--- src/rtl/vga_timing_gen.sv ---
// vga_timing_gen: raster timing generator (default 640x480@60).
// All outputs are registered from the same next-count, so they share one
// (X_pix, Y_pix) with zero relative skew. Reset parks the raster on the last
// pixel of a frame so the first qualified edge enters (0,0).
// Optional: define FRAME_COUNT_EN to add the 16-bit frame_cnt output.
module vga_timing_gen #(
    parameter int unsigned H_VISIBLE = 640,
    parameter int unsigned H_FRONT   = 16,
    parameter int unsigned H_SYNC    = 96,
    parameter int unsigned H_BACK    = 48,
    parameter int unsigned V_VISIBLE = 480,
    parameter int unsigned V_FRONT   = 10,
    parameter int unsigned V_SYNC    = 2,
    parameter int unsigned V_BACK    = 33,
    parameter logic        SYNC_POL  = 1'b0
) (
    input  logic        pixel_clk,
    input  logic        rst_n,
    input  logic        pix_en,
    output logic [9:0]  X_pix,
    output logic [9:0]  Y_pix,
    output logic        hsync,
    output logic        vsync,
    output logic        video_on,
    output logic        line_start,
    output logic        frame_start
`ifdef FRAME_COUNT_EN
    ,
    output logic [15:0] frame_cnt
`endif
);

    localparam int unsigned H_TOTAL = H_VISIBLE + H_FRONT + H_SYNC + H_BACK;
    localparam int unsigned V_TOTAL = V_VISIBLE + V_FRONT + V_SYNC + V_BACK;

    localparam logic [9:0]  H_LAST  = 10'(H_TOTAL - 1);
    localparam logic [9:0]  V_LAST  = 10'(V_TOTAL - 1);

    // 11-bit bounds so a total of exactly 1024 still compares correctly
    localparam logic [10:0] H_VIS   = 11'(H_VISIBLE);
    localparam logic [10:0] V_VIS   = 11'(V_VISIBLE);
    localparam logic [10:0] H_SS    = 11'(H_VISIBLE + H_FRONT);
    localparam logic [10:0] H_SE    = 11'(H_VISIBLE + H_FRONT + H_SYNC);
    localparam logic [10:0] V_SS    = 11'(V_VISIBLE + V_FRONT);
    localparam logic [10:0] V_SE    = 11'(V_VISIBLE + V_FRONT + V_SYNC);

    logic [9:0] x_q, x_d;
    logic [9:0] y_q, y_d;
    logic       hs_q, hs_d;
    logic       vs_q, vs_d;
    logic       vo_q, vo_d;
    logic       ls_q, ls_d;
    logic       fs_q, fs_d;
    logic [10:0] x_ext, y_ext;
`ifdef FRAME_COUNT_EN
    logic [15:0] fc_q, fc_d;
`endif

    // Next count, then every output decoded from that next count
    always_comb begin
        x_d = x_q;
        y_d = y_q;
        if (pix_en) begin
            if (x_q == H_LAST) begin
                x_d = '0;
                y_d = (y_q == V_LAST) ? '0 : y_q + 10'd1;
            end else begin
                x_d = x_q + 10'd1;
            end
        end
        x_ext = {1'b0, x_d};
        y_ext = {1'b0, y_d};
        hs_d  = ((x_ext >= H_SS) && (x_ext < H_SE)) ? SYNC_POL : ~SYNC_POL;
        vs_d  = ((y_ext >= V_SS) && (y_ext < V_SE)) ? SYNC_POL : ~SYNC_POL;
        vo_d  = (x_ext < H_VIS) && (y_ext < V_VIS);
        // pulses only on an advancing edge, so a held count never re-fires
        ls_d  = pix_en & (x_d == '0);
        fs_d  = ls_d & (y_d == '0);
`ifdef FRAME_COUNT_EN
        fc_d  = fs_d ? fc_q + 16'd1 : fc_q;
`endif
    end

    // State and output registers; reset = last pixel of the frame
    always_ff @(posedge pixel_clk or negedge rst_n) begin
        if (!rst_n) begin
            x_q  <= H_LAST;
            y_q  <= V_LAST;
            hs_q <= ~SYNC_POL;
            vs_q <= ~SYNC_POL;
            vo_q <= 1'b0;
            ls_q <= 1'b0;
            fs_q <= 1'b0;
`ifdef FRAME_COUNT_EN
            fc_q <= '0;
`endif
        end else begin
            x_q  <= x_d;
            y_q  <= y_d;
            hs_q <= hs_d;
            vs_q <= vs_d;
            vo_q <= vo_d;
            ls_q <= ls_d;
            fs_q <= fs_d;
`ifdef FRAME_COUNT_EN
            fc_q <= fc_d;
`endif
        end
    end

    assign X_pix       = x_q;
    assign Y_pix       = y_q;
    assign hsync       = hs_q;
    assign vsync       = vs_q;
    assign video_on    = vo_q;
    assign line_start  = ls_q;
    assign frame_start = fs_q;
`ifdef FRAME_COUNT_EN
    assign frame_cnt   = fc_q;
`endif

endmodule

--- config.mk ---
export PLATFORM = sky130hd
export DESIGN_NAME = vga_timing_gen
export DESIGN_NICKNAME = d
export VERILOG_FILES = /design/src/rtl/vga_timing_gen.sv
export SDC_FILE = /design/constraint.sdc
export NUM_CORES = 1
export LEC_CHECK = 0
export ABC_AREA = 1
export CORE_ASPECT_RATIO = 1.25
export CORE_UTILIZATION = 47
export DETAILED_ROUTE_END_ITERATION = 8
export PLACE_DENSITY = 0.75
export SKIP_CTS_REPAIR_TIMING = 1
export SYNTH_ARGS = -nofsm -noshare
export SYNTH_HDL_FRONTEND = slang
export SYNTH_SLANG_ARGS = --single-unit
--- constraint.sdc ---
create_clock -name pixel_clk -period 1.8 [get_ports pixel_clk]
set_input_delay 0.36 -clock pixel_clk [delete_from_list [all_inputs] [get_ports pixel_clk]]
set_output_delay 0.36 -clock pixel_clk [all_outputs]
set_load 0.05 [all_outputs]
==> results of run 1 <==
## metal layers
| metal | routed length, um | up-vias |
|---|---|---|
| li1 | - | 889 |
| met4 | 192 | 0 |
| met1 | 1710 | 825 |
| met3 | 192 | 15 |
| met5 | 0 | - |
| met2 | 2440 | 60 |
## flip-flops by register name (all words and copies together), names as in the netlist
| signal | count |
|---|---|
| hsync | 1 |
| video_on | 1 |
| vsync | 1 |
| frame_start | 1 |
| line_start | 1 |
| X_pix | 10 |
| Y_pix | 10 |
## report_power, final
| group | switching, mW | leakage (nW) | internal, mW | total, mW |
|---|---|---|---|---|
| Clock | 0.189 | 0.0260 | 0.158 | 0.348 |
| Sequential | 0.0629 | 0.280 | 0.665 | 0.728 |
| Combinational | 0.530 | 0.989 | 0.425 | 0.955 |
## layout make-up
cell class | instances | area, um2 | share of cell area [%]
clock inverters | 1 | 6.26 | 0.249
flip-flops and latches | 25 | 648 | 25.8
repair buffers | 70 | 672 | 26.7
inverters | 42 | 159 | 6.32
multi-input cells | 172 | 941 | 37.4
clock buffers | 3 | 41.3 | 1.64
well taps | 37 | 46.3 | 1.84
## cell families (layout without fill, tap and decap cells)
group                      after synthesis  in the layout
and+or+nand+nor                        156            157
AOI/OAI and AO/OA                       12             12
DFF                                     25             25
adders and majority gates                3              3
buffers and inverters                   44            116
## worst max path at each step
| stage | slack [ns] | endpoint | cells past startpoint |
|---|---|---|---|
| 6_report | -0.26 | frame_start | 12 |
| 5_1_grt | -0.36 | video_on | 11 |
| 4_1_cts | -0.24 | video_on | 12 |
| 3_5_place_dp | -0.27 | frame_start | 9 |
| 3_3_place_gp | -0.22 | frame_start | 9 |
| 2_1_floorplan | -0.15 | video_on | 12 |
## cells in the mapped netlist, types with 2 or more instances
master | instances | area, um2
o21ai_0 | 6 | 30.0
ha_1 | 3 | 37.5
dfrtp_1 | 13 | 325
dfstp_2 | 12 | 315
nor2_4 | 2 | 22.5
inv_2 | 2 | 7.51
o21ai_1 | 2 | 10.0
nand3b_1 | 3 | 22.5
inv_1 | 39 | 146
nor2_1 | 26 | 97.6
nand3_1 | 26 | 130
nand2_1 | 79 | 297
nand4_1 | 5 | 31.3
nand2_2 | 2 | 12.5
nor2_2 | 7 | 43.8
nor3_1 | 3 | 15.0
## per-stage QoR
stage	utilization, %	power [mW]	instance area [um2]	setup WS, ns
2_1_floorplan	-	1.22	1670	-0.147
3_3_place_gp	72.1	1.66	2340	-0.219
3_5_place_dp	72.1	1.67	2340	-0.273
4_1_cts	73.5	2.02	2390	-0.241
5_1_grt	77.3	2.15	2510	-0.362
6_report	77.3	2.03	2510	-0.262
==> impl_metrics.json, run 1 <==
{
  "clkSinkCount": 25,
  "leakage_nw": 1.30,
  "cts-htree-levels": 1,
  "crit_path_end_kind": "flip-flop",
  "synth_top_family_by_area": "simple AND/OR/NAND/NOR gates",
  "fillers": 233,
  "synth_fa_ha_area_share_pct": 2.31,
  "maxCapViolations": 0,
  "cp.required_ns": 2.01,
  "fmax_ghz": 0.485,
  "grtUsageTotal_pct": 25.1,
  "routedWlPerCell_um": 13.0,
  "drtAntennaViolNets": 0,
  "area_growth_syn_to_layout_pct": 54.8,
  "period_needed_ns": 2.06,
  "n_antenna_cell": 0,
  "overflow": 0,
  "ys_seq_elements": 25,
  "ff2ff_path_depth": 12,
  "gp_congestion": 0.885,
  "use_met2_pct": 44.5,
  "ios": 28,
  "skew_ns": 0.00618,
  "dp.cells": 341,
  "synth_edf_count": 0,
  "ys_warn_count": 0,
  "finalHoldViolCount": 0,
  "crit_family": "simple AND/OR/NAND/NOR gates",
  "reg2reg_from": "X_pix[0]",
  "use_met1_pct": 28.0,
  "first_pass_iters": 4,
  "violations": "negative setup slack",
  "rrSetupSlack_ns": -0.26,
  "die_width_um": 54.6,
  "finalSetupTns_ns": -1.21,
  "dpl.hpwl_um": 3170,
  "io_buffers": 27,
  "synth_mux_area_share_pct": 0,
  "drtIter0Drc": 51,
  "crit_fanout": 5,
  "synth-compound-area-share_pct": 4.16,
  "clk_latency_ns": 0.27,
  "path_class": "reg -> reg",
  "cp_slowest_cell": "dfstp_4",
  "synth_xor_xnor_area_share_pct": 0,
  "grt_max_degree": 26,
  "vias": 1789,
  "instances_no_fill": 350,
  "layout-drive-gt1-share_pct": 40.3,
  "avgSynthCellArea_um2": 6.77,
  "grt_pass1_vias": 1562,
  "final-max-slew-violation-count": 0,
  "hold_ws_ns": 0.440,
  "hp-class": "in -> async",
  "die_y_um": 67.7,
  "synthesis.area_um2": 1620,
  "cp-start-kind": "flip-flop",
  "crit_path_start": "X_pix[0]",
  "synth.yosys.seq_area_share_pct": 39.4,
  "ys_types": 26,
  "dieArea_um2": 3700,
  "fin_ws_ns": -0.262,
  "antenna_found_initial": 0,
  "start_util_pct": 49.9,
  "power_density_nw_per_um2": 808,
  "cts_buffer_depth": 2,
  "grt_pass1_wl_um": 6610,
  "setup_viol": 10,
  "r2r_end": "frame_start",
  "synth_simple_gate_area_share_pct": 43.8,
  "max_stage_delay_ns": 0.64,
  "finalCritPeriodShare_pct": 115,
  "crit_buf_inv": 1,
  "cp.arrival_ns": 2.27,
  "syn-num-nets": 246,
  "core_area_um2": 3250,
  "outcome": "complete, but fails checks",
  "syn_inst": 240,
  "rows": 23,
  "worst_pin_slew_ns": 0.334,
  "worst_ir_drop_vdd_v": 0.000847,
  "vias_per_cell": 5.11,
  "nets": 320,
  "drt-total-wl_um": 4540,
  "relSlewSlack_pct": 77.7,
  "cts_tree": "yes",
  "globalRouteMet3Util_pct": 2.48,
  "clockRootBuffer": "clkbuf_8",
  "final_cell_mix": "nand2_1, buf_4, inv_1",
  "route.detailed.drc": 0,
  "final_common_cell": "nand2_1",
  "busiest_layer": "met2",
  "ys_async_sr_fraction_pct": 100,
  "synth_flop_cell": "dfrtp_1",
  "path_cells": "ha_4 > nand2_4 > nor2_4 > nand3_4 > nor2_4 > nand4_1 > buf_4 > nand2_2 > nor2_2 > nor2_1 > nand2_1 > nor2_1",
  "rsz0062_at_grt": "yes",
  "cts.clk_slew.worst_paths_ns": 0.09,
  "cts_made_buffers": 3
}
Note: power is estimated with default switching activity, not from simulation.
==> run 2: changes to the inputs <==
Settings changed: ABC_AREA 1 to 0, CORE_UTILIZATION 47 to 51, PLACE_DENSITY 0.75 to 0.79.
Clock period 1.8 ns to 1.9 ns, I/O delays scaled along.
==> run 2 against run 1 <==
Against the previous run: the run still ends with negative setup slack left; synthesized area decreased by 9.5%; sequential power about the same; design area fell by 7.0%.
==> impl_metrics.json, run 2 <==
{
  "outcome": "complete, but fails checks",
  "violations": "negative setup slack",
  "rrSetupSlack_ns": -0.50,
  "pre_cts_ws_ns": -0.634,
  "worst_pin_slew_ns": 0.510,
  "syn-num-nets": 166,
  "hp-class": "in -> async",
  "dieArea_um2": 3100,
  "cts.clk_slew.worst_paths_ns": 0.14,
  "total_power_mw": 2.14,
  "reg2reg_from": "X_pix[0]",
  "ys_async_sr_fraction_pct": 100,
  "ys_types": 38,
  "max_stage_delay_ns": 0.66,
  "overflow": 0,
  "synth_edf_count": 0,
  "crit_path_end_kind": "flip-flop",
  "fin_ws_ns": -0.502,
  "fmax_ghz": 0.416,
  "crit_path_start": "X_pix[0]",
  "setup_viol": 15,
  "synthMostInstantiatedCell": "nor2_1",
  "path_depth": 8,
  "first_pass_iters": 4,
  "ff2ff_path_depth": 8,
  "finalHoldViolCount": 0,
  "antenna_found_initial": 0,
  "drt-total-wl_um": 4550,
  "crit_family": "simple AND/OR/NAND/NOR gates",
  "layout-drive-gt1-share_pct": 48.5,
  "hold_ws_ns": 0.405,
  "final_common_cell": "buf_4",
  "gp_congestion": 1.06,
  "nets": 240,
  "clkSinkCount": 25,
  "synth_flop_cell": "dfrtp_1",
  "path_class": "reg -> reg",
  "die_y_um": 62.0,
  "synth_simple_gate_area_share_pct": 27.7,
  "dp.cells": 261,
  "synth_top_area_share_pct": 22.1,
  "drtIter0Drc": 46,
  "avgSynthCellArea_um2": 9.19,
  "start_util_pct": 54.3,
  "final_cell_area_um2": 2340,
  "final_cell_mix": "buf_4, dfrtp_1, nand2_1",
  "cts_tree": "yes",
  "syn_inst": 160,
  "rows": 21,
  "grt_max_degree": 26,
  "cp-start-kind": "flip-flop",
  "finalSetupTns_ns": -3.12,
  "cp.required_ns": 2.11,
  "vias": 1585,
  "core_area_um2": 2710,
  "cp-endpoint": "frame_start",
  "synth_top_area_cell": "dfrtp_1",
  "n_antenna_cell": 0,
  "relSlewSlack_pct": 65.9,
  "synth_commonest_cells": "nor2_1, dfrtp_1, nand2_1",
  "synthesis.area_um2": 1470,
  "grt_pass1_vias": 1538,
  "maxCapViolations": 0,
  "die_width_um": 50.0,
  "io_buffers": 27,
  "ys_warn_count": 0,
  "synth-compound-area-share_pct": 11.4,
  "synth_xor_xnor_area_share_pct": 8.34,
  "path_cells": "ha_4 > nand4b_4 > or4_4 > buf_6 > buf_4 > o22ai_1 > o211ai_1 > nor4_1",
  "cts_buffer_depth": 2,
  "synth_top_family_by_area": "simple AND/OR/NAND/NOR gates",
  "synth_mux_area_share_pct": 0.766,
  "skew_ns": 0.00370,
  "instances_no_fill": 267,
  "synth.yosys.seq_area_share_pct": 43.6,
  "cp.arrival_ns": 2.61,
  "vias_per_cell": 5.94,
  "cp_slowest_cell": "dfstp_4",
  "power_density_nw_per_um2": 914,
  "route.detailed.drc": 0,
  "r2r_end": "frame_start",
  "crit_buf_inv": 2,
  "grt_pass1_wl_um": 6730,
  "worst_ir_drop_vdd_v": 0.00117,
  "ios": 28,
  "grtUsageTotal_pct": 29.0,
  "ys_top_cells_by_area": "dfrtp_1, dfstp_2, xnor2_1",
  "dpl.hpwl_um": 3240,
  "cts_made_buffers": 3,
  "finalCritPeriodShare_pct": 126,
  "utilization_pct": 86.4,
  "clockRootBuffer": "clkbuf_4",
  "ys_seq_elements": 25,
  "routedWlPerCell_um": 17.0,
  "area_growth_syn_to_layout_pct": 59.0,
  "final-max-slew-violation-count": 0,
  "clk_latency_ns": 0.31,
  "placed_area_um2": 2200,
  "cts-htree-levels": 1,
  "drtAntennaViolNets": 0,
  "synth_fa_ha_area_share_pct": 2.55,
  "crit_fanout": 6,
  "rsz0062_at_grt": "yes",
  "leakage_nw": 1.15,
  "period_needed_ns": 2.40
}
run 2: cell count changes after synthesis, moves of 7 or more:
cell,change
nor2_2,-7
xnor2_1,+11
nor2_1,-12
nand2_1,-66
inv_1,-29
nand3_1,-16
run 2: area by class of cell:
cell class,instances,area [um2]
tap,34,42.5
clock inverter,1,5.00
fill,135,369
sequential,25,648
multi-input combinational,116,885
inverter,10,37.5
timing repair buffer,78,697
clock buffer,3,22.5
run 2: cells by family after synthesis:
kind of cell,Yosys count
and+or+nand+nor,71
xor gates and xnor gates,14
adders and majority gates,3
AOI/OAI and AO/OA,27
buffers and inverters,19
muxes,1
DFF,25
run 2: worst register-to-register path, stage by stage (launching register included):
cell      delay (ns)
dfstp_4         0.66
ha_4            0.16
nand4b_4        0.11
or4_4           0.42
buf_6           0.16
buf_4           0.16
o22ai_1         0.24
o211ai_1        0.14
nor4_1          0.25
run 2: power by group:
part	leakage, nW	total [mW]	internal (mW)	switching (mW)
Clock	0.0177	0.238	0.0787	0.160
Sequential	0.297	0.727	0.654	0.0727
Combinational	0.833	1.17	0.560	0.612
Total	1.15	2.14	1.29	0.844
run 2: worst min path at each step:
stage              from           to  cells after the start
5_1_grt           rst_n  frame_start                      2
3_5_place_dp   X_pix[7]     X_pix[7]                      2
2_1_floorplan     rst_n     X_pix[5]                      0
4_1_cts           rst_n     X_pix[5]                      2
6_report          rst_n     Y_pix[0]                      2
3_3_place_gp   X_pix[7]     X_pix[7]                      2
run 2: layer usage:
layer / GRT usage (%) / wire length [um] / vias up
li1: - / - / 721
met1: 31.0 / 1690 / 779
met2: 57.5 / 2520 / 69
met3: 2.92 / 167 / 16
met4: 13.9 / 163 / 0
met5: 0 / 0 / -
